### src/rtl/tt_input_pkg.sv
// rtl/tt_input_pkg.sv - shared defaults and helpers for the switch debounce reader
package tt_input_pkg;

  localparam int DB_CYCLES_DEF   = 1000;
  localparam int LONG_CYCLES_DEF = 50000;
  localparam int EVT_CNT_W       = 8;

  function automatic logic [EVT_CNT_W-1:0] popcount(input logic [7:0] v);
    logic [EVT_CNT_W-1:0] c;
    c = '0;
    for (int i = 0; i < 8; i++) begin
      c = c + {{(EVT_CNT_W-1){1'b0}}, v[i]};
    end
    return c;
  endfunction

endpackage

### src/rtl/debounce_ch.sv
// rtl/debounce_ch.sv - one channel: synchroniser, debounce counter, edge and long-press pulses
// Long-press hold counter is built only when LONG_PRESS_EN is defined.
module debounce_ch
  import tt_input_pkg::*;
#(
  parameter int SYNC_STAGES = 2,
  parameter int DB_CYCLES   = DB_CYCLES_DEF,
  parameter int LONG_CYCLES = LONG_CYCLES_DEF
) (
  input  logic clk,
  input  logic rst_n,
  input  logic sw,
  output logic level,
  output logic rise,
  output logic fall,
  output logic long_pulse
);

  localparam int CNT_W = (DB_CYCLES > 1) ? $clog2(DB_CYCLES) : 1;
  localparam logic [CNT_W-1:0] CNT_LAST = CNT_W'(DB_CYCLES - 1);

  if (SYNC_STAGES < 2 || DB_CYCLES < 2 || LONG_CYCLES < 1) begin : g_bad_param
    $error("debounce_ch: parameter out of range");
  end

  logic [SYNC_STAGES-1:0] sync;
  logic [CNT_W-1:0]       cnt;
  logic                   s;

  assign s = sync[SYNC_STAGES-1];

  // The raw pin goes straight into the first flop; the level flips only on the
  // edge where the differing sample has been seen DB_CYCLES times in a row.
  always_ff @(posedge clk or negedge rst_n) begin
    if (!rst_n) begin
      sync  <= '0;
      cnt   <= '0;
      level <= 1'b0;
      rise  <= 1'b0;
      fall  <= 1'b0;
    end else begin
      sync <= {sync[SYNC_STAGES-2:0], sw};
      rise <= 1'b0;
      fall <= 1'b0;
      if (s == level) begin
        cnt <= '0;
      end else if (cnt == CNT_LAST) begin
        level <= s;
        cnt   <= '0;
        rise  <= s;
        fall  <= ~s;
      end else begin
        cnt <= cnt + 1'b1;
      end
    end
  end

`ifdef LONG_PRESS_EN
  localparam int HOLD_W = $clog2(LONG_CYCLES + 1);
  localparam logic [HOLD_W-1:0] HOLD_MAX  = HOLD_W'(LONG_CYCLES);
  localparam logic [HOLD_W-1:0] HOLD_LAST = HOLD_W'(LONG_CYCLES - 1);

  logic [HOLD_W-1:0] hold;

  // Saturating at HOLD_MAX is what keeps the pulse from repeating during one press.
  always_ff @(posedge clk or negedge rst_n) begin
    if (!rst_n) begin
      hold       <= '0;
      long_pulse <= 1'b0;
    end else begin
      long_pulse <= 1'b0;
      if (!level) begin
        hold <= '0;
      end else if (hold != HOLD_MAX) begin
        hold       <= hold + 1'b1;
        long_pulse <= (hold == HOLD_LAST);
      end
    end
  end
`else
  assign long_pulse = 1'b0;
`endif

endmodule

### src/rtl/switch_debounce_reader.sv
// rtl/switch_debounce_reader.sv - N-channel switch reader: debounced levels, edge pulses, rise counter
// Optional long-press detection per channel under LONG_PRESS_EN.
module switch_debounce_reader
  import tt_input_pkg::*;
#(
  parameter int N_CH        = 8,
  parameter int SYNC_STAGES = 2,
  parameter int DB_CYCLES   = DB_CYCLES_DEF,
  parameter int LONG_CYCLES = LONG_CYCLES_DEF
) (
  input  logic                 clk,
  input  logic                 rst_n,
  input  logic [N_CH-1:0]      sw_in,
  output logic [N_CH-1:0]      sw_level,
  output logic [N_CH-1:0]      rise_pulse,
  output logic [N_CH-1:0]      fall_pulse,
  output logic                 any_event,
  output logic [EVT_CNT_W-1:0] event_cnt,
  output logic [N_CH-1:0]      long_pulse
);

  logic [7:0] rise_wide;

  for (genvar i = 0; i < N_CH; i++) begin : g_ch
    debounce_ch #(
      .SYNC_STAGES(SYNC_STAGES),
      .DB_CYCLES  (DB_CYCLES),
      .LONG_CYCLES(LONG_CYCLES)
    ) u_ch (
      .clk       (clk),
      .rst_n     (rst_n),
      .sw        (sw_in[i]),
      .level     (sw_level[i]),
      .rise      (rise_pulse[i]),
      .fall      (fall_pulse[i]),
      .long_pulse(long_pulse[i])
    );
  end

  assign rise_wide = 8'(rise_pulse);
  assign any_event = |(rise_pulse | fall_pulse);

  // Counts the rises visible this cycle, so the total lands one cycle after the pulses.
  always_ff @(posedge clk or negedge rst_n) begin
    if (!rst_n) begin
      event_cnt <= '0;
    end else begin
      event_cnt <= event_cnt + popcount(rise_wide);
    end
  end

endmodule

### config.mk
export PLATFORM = sky130hd
export DESIGN_NAME = switch_debounce_reader
export DESIGN_NICKNAME = d
export VERILOG_FILES = /design/src/rtl/tt_input_pkg.sv /design/src/rtl/debounce_ch.sv /design/src/rtl/switch_debounce_reader.sv
export SDC_FILE = /design/constraint.sdc
export NUM_CORES = 1
export LEC_CHECK = 0
export ABC_AREA = 0
export BUFFER_PORTS_ARGS = -buffer_cell sky130_fd_sc_hd__buf_4
export CORE_MARGIN = 5
export CORE_UTILIZATION = 35
export DETAILED_ROUTE_END_ITERATION = 10
export PLACE_DENSITY = 0.62
export SLEW_MARGIN = 30
export SYNTH_ARGS = -nofsm -noshare
export SYNTH_HDL_FRONTEND = slang
export SYNTH_SLANG_ARGS = --single-unit
### constraint.sdc
create_clock -name clk -period 4.6 [get_ports clk]
set_input_delay 0.23 -clock clk [delete_from_list [all_inputs] [get_ports clk]]
set_output_delay 0.23 -clock clk [all_outputs]
set_load 0.005 [all_outputs]
==> impl_results.md <==
* Number of nets with antenna violations after routing at 0
* Antenna cell count at 0
* Sw Share at 20.8%
* Worst Reg2Reg Path Length in Cells at 11
* Post-Place Setup Slack at 1.23 ns
* Net Sw Power at around 550 µW
* Total power per unit cell area at between 300 and 400 mW/mm²
* Worst Tran Pin Value at roughly 0.7 ns
* Yosys synthesis warning count at 0
* R2R Path End: event_cnt[6]$_DFF_PN0_
* Type of the worst setup path: register to register
* Leading register cell type out of synthesis: sky130_fd_sc_hd__dfrtp_1
* Count of buffers inserted at the top-level ports at 42
* Worst-Skew Late Latency at 0.42 ns
* Post-Syn Area per Cell at ~11 µm²
* Via count of the first global-routing pass at 4,190
* Number of placed I/O pins at slightly above 50
* Global placer's final weighted congestion at between 0.8 and 0.9
* Starting Density at 35.3%
* Fraction of final layout cells sized beyond drive strength 1 at approximately 17%
* Number of flip-flops and latches in the synthesized netlist at around 130
* Cells after synthesis at roughly 560
* Main area contributors after synthesis: sky130_fd_sc_hd__dfrtp_1, sky130_fd_sc_hd__xnor2_1, sky130_fd_sc_hd__nor2_1, sky130_fd_sc_hd__buf_4, sky130_fd_sc_hd__ha_1
* Startpoint of the worst setup timing path: event_cnt[0]$_DFF_PN0_
* Maximum frequency from static timing analysis at roughly 300 MHz
* Worst IR drop on VDD at 0.242 mV
* Post-synthesis sequential area ratio at between 50% and 60%
* DP Wirelength at 8450 µm
* Hold Path Origin: g_ch[3].u_ch.sync[0]$_DFF_PN0_
* Buffer cell driving the clock tree root: sky130_fd_sc_hd__clkbuf_16
* Synth-to-Final Area Change at 18.3%
* Clock network fraction of total power at between 50% and 60%
* Maximum fanout along the worst path at 2
* Vertical extent of the die at 141 µm
* Post-CTS clock slew at the launch and capture registers of the worst setup and hold paths at 0.05 ns
* Clock tree from TritonCTS: done
* Startpoint of the worst-slack reg-to-reg timing path: event_cnt[0]$_DFF_PN0_
* Hold Vio Cnt, Final at 0
* Violation count after the first detailed-routing iteration at approximately 210
* Core footprint at between 0.015 and 0.02 mm²
* Required arrival time at the worst endpoint at approximately 5 ns
* Number of unique standard cell types used by synthesis at 38
* Slew Limit Fails at 0
* Gr ovfl total at 0
* Depth of the CTS H-tree at 4
* Cell area after placement at approximately 0.0064 mm²
* Number of vias after detailed routing at 4,014
* Area leader, netlist: sky130_fd_sc_hd__dfrtp_1
* Netlist area before placement at just over 0.006 mm²
* Wire length of the first global-routing pass at roughly 20,000 µm
* Leak at 0.00325 µW
* Met3 Use GR at under 10%
* Cell-internal power at approximately 2100 µW
* Post-route setup slack at 1.22 ns
* Sum of negative setup slack at 0 ns
* Worst Setup EP: event_cnt[6]$_DFF_PN0_
* WL per Instance at roughly 14 µm
* Hold crit path type: register to register
* DR pass1 iterations at 4
* Relative slew slack at about 53%
* Power consumption at around 2600 µW
* Total CTS buffers at 17
* Element type at the critical path end: register
* Run status: finished clean
* Fraction of power consumed by sequential logic at 44.5%
* Nets at around 640
* Core utilization of the finished layout at 41.7%
* Met2 usage in global routing at 20.1%
* Final non-filler cell area at 0.00715 mm²
* Arrival time of the worst setup path at 3.68 ns
* Total setup violations reported at the end of the flow at 0
* Skew final at between 0.004 and 0.005 ns
* Global route hottest layer: met2
* Reg-to-reg slack, setup at between 1 and 1.5 ns
* Maximum buffer depth of the clock tree at 2
* Shortest clock period the worst path allows after layout at about 3.4 ns
* Count of maximum capacitance violations at 0
* Overall routed net length at around 12,000 µm
* Number of enable-type register cells in the synthesized netlist at 0
* Global router's overall resource usage at 12.6%
* Startpoint types: register
* Pin count of the biggest net entering global routing at 57
* Initial antenna violation count at 0
* Ys async rst share at 100%
* Global routing usage on met1 at 15.8%
* Std cell rows at between 40 and 50
* Die extent in x at around 140 µm
* Post-route DRC at 0
* Logic pwr share at ~3.2%
* Number of sinks handled by clock tree synthesis at around 130
* Share of the synthesized area in the top cell type at 53.0%
* RSZ-0062 raised after global routing: false
* Crit share post-route at between 70% and 80%
* Die area at around 0.02 mm²
* Detail-routed via count per cell at around 4.8
registers in the layout (all words and copies together), names as in the netlist:
name	flops
g_ch.u_ch.rise	8
g_ch.u_ch.sync	16
event_cnt	8
g_ch.u_ch.level	8
g_ch.u_ch.fall	8
g_ch.u_ch.cnt	80
cells in the final DEF (no fill, tap or decap), drive strengths merged, types with 18 or more instances in the layout:
cell type | netlist | final
xor2 | 18 | 18
a21oi | 23 | 23
nand3 | 30 | 30
xnor2 | 43 | 43
nand4 | 18 | 18
clkbuf | 0 | 22
nor2 | 78 | 78
buf | 32 | 44
dfrtp | 128 | 128
inv | 29 | 29
nand2 | 33 | 33
critical path, cell delays in order, from the launching register on:
cell and delay, ns:
sky130_fd_sc_hd__dfrtp_1 0.40, sky130_fd_sc_hd__fa_1 0.56, sky130_fd_sc_hd__inv_1 0.05, sky130_fd_sc_hd__fa_1 0.45, sky130_fd_sc_hd__fa_1 0.51, sky130_fd_sc_hd__fa_1 0.19, sky130_fd_sc_hd__inv_1 0.06, sky130_fd_sc_hd__fa_1 0.39
sky130_fd_sc_hd__a21o_1 0.18, sky130_fd_sc_hd__a21oi_1 0.23, sky130_fd_sc_hd__nor2_1 0.09, sky130_fd_sc_hd__xor2_1 0.14
synth_stat cells (2+ instances only):
library cell,n
sky130_fd_sc_hd__and4bb_2,7
sky130_fd_sc_hd__dfrtp_1,128
sky130_fd_sc_hd__or3_1,5
sky130_fd_sc_hd__nand3_2,4
sky130_fd_sc_hd__fa_1,5
sky130_fd_sc_hd__nor4_1,4
sky130_fd_sc_hd__and3_1,7
sky130_fd_sc_hd__and4_1,5
sky130_fd_sc_hd__o2111ai_1,2
sky130_fd_sc_hd__and3_4,5
sky130_fd_sc_hd__mux2_4,4
sky130_fd_sc_hd__inv_1,29
sky130_fd_sc_hd__nor2b_1,3
sky130_fd_sc_hd__nor3b_1,16
sky130_fd_sc_hd__xnor2_1,43
sky130_fd_sc_hd__a31oi_1,9
sky130_fd_sc_hd__buf_4,32
sky130_fd_sc_hd__ha_1,14
sky130_fd_sc_hd__o211a_1,2
sky130_fd_sc_hd__o21ai_0,7
sky130_fd_sc_hd__nor3_1,12
sky130_fd_sc_hd__nor2_1,78
sky130_fd_sc_hd__nand2b_1,9
sky130_fd_sc_hd__nand4_1,13
sky130_fd_sc_hd__xor2_1,18
sky130_fd_sc_hd__nand2_1,33
sky130_fd_sc_hd__nand4_2,5
sky130_fd_sc_hd__a21oi_1,23
sky130_fd_sc_hd__nand3_1,26
sky130_fd_sc_hd__mux2_2,3
through the flow:
stage | hold WS [ns] | std cells
6_report | 0.345 | 844
2_1_floorplan | -0.0656 | 566
4_1_cts | 0.349 | 844
3_3_place_gp | 0.326 | 803
5_1_grt | 0.355 | 844
3_5_place_dp | 0.328 | 803
kinds of logic after synthesis:
logic type / synth area share, %
other: 0.0621
xor gates and xnor gates: 8.84
AOI/OAI and AO/OA: 4.58
muxes: 1.74
adders and majority gates: 4.56
buffers and inverters: 5.78
and+or+nand+nor: 21.4
DFF: 53.0
what timing repair did:
action | in CTS | in global routing
hold buffers | 9 | 0
resized for setup | 0 | 0
endpoints found under the hold margin | 62 | 0
buffers inserted | 0 | 0
worst min-delay path by stage:
stage / cells after the start / endpoint / slack (ns)
floorplan: 0 / event_cnt[0]$_DFF_PN0_ / -0.07
global placement: 1 / g_ch[3].u_ch.cnt[6]$_DFF_PN0_ / 0.33
detailed placement: 1 / g_ch[3].u_ch.cnt[5]$_DFF_PN0_ / 0.33
CTS: 0 / g_ch[2].u_ch.sync[1]$_DFF_PN0_ / 0.35
global route: 0 / g_ch[2].u_ch.sync[1]$_DFF_PN0_ / 0.36
finish: 0 / g_ch[3].u_ch.sync[1]$_DFF_PN0_ / 0.34
layout make-up:
cell class              instances  area (µm²)
flip-flops and latches        128        3200
repair buffers                 53         420
inverters                      29         109
clock buffers                  22         484
well taps                     225         282
clock inverters                10         133
fillers                      1622        9970
multi-input cells             377        2510
power by group through the flow:
stage / clock network (µW) / registers [µW] / logic [µW]
after global placement: 0 / 1190 / 79.2
after detailed placement: 0 / 1190 / 81.8
after global routing: 1460 / 1180 / 102
after CTS: 1410 / 1170 / 88.6
after floorplan: 0 / 1190 / 48.0
final: 1380 / 1170 / 85.3
layer usage:
metal | wire length, µm | up-vias
met5 | 0 | -
met4 | 259 | 0
met3 | 490 | 18
met2 | 5500 | 60
met1 | 5280 | 1961
li1 | - | 1975
Note: power is estimated with default switching activity, not from simulation.
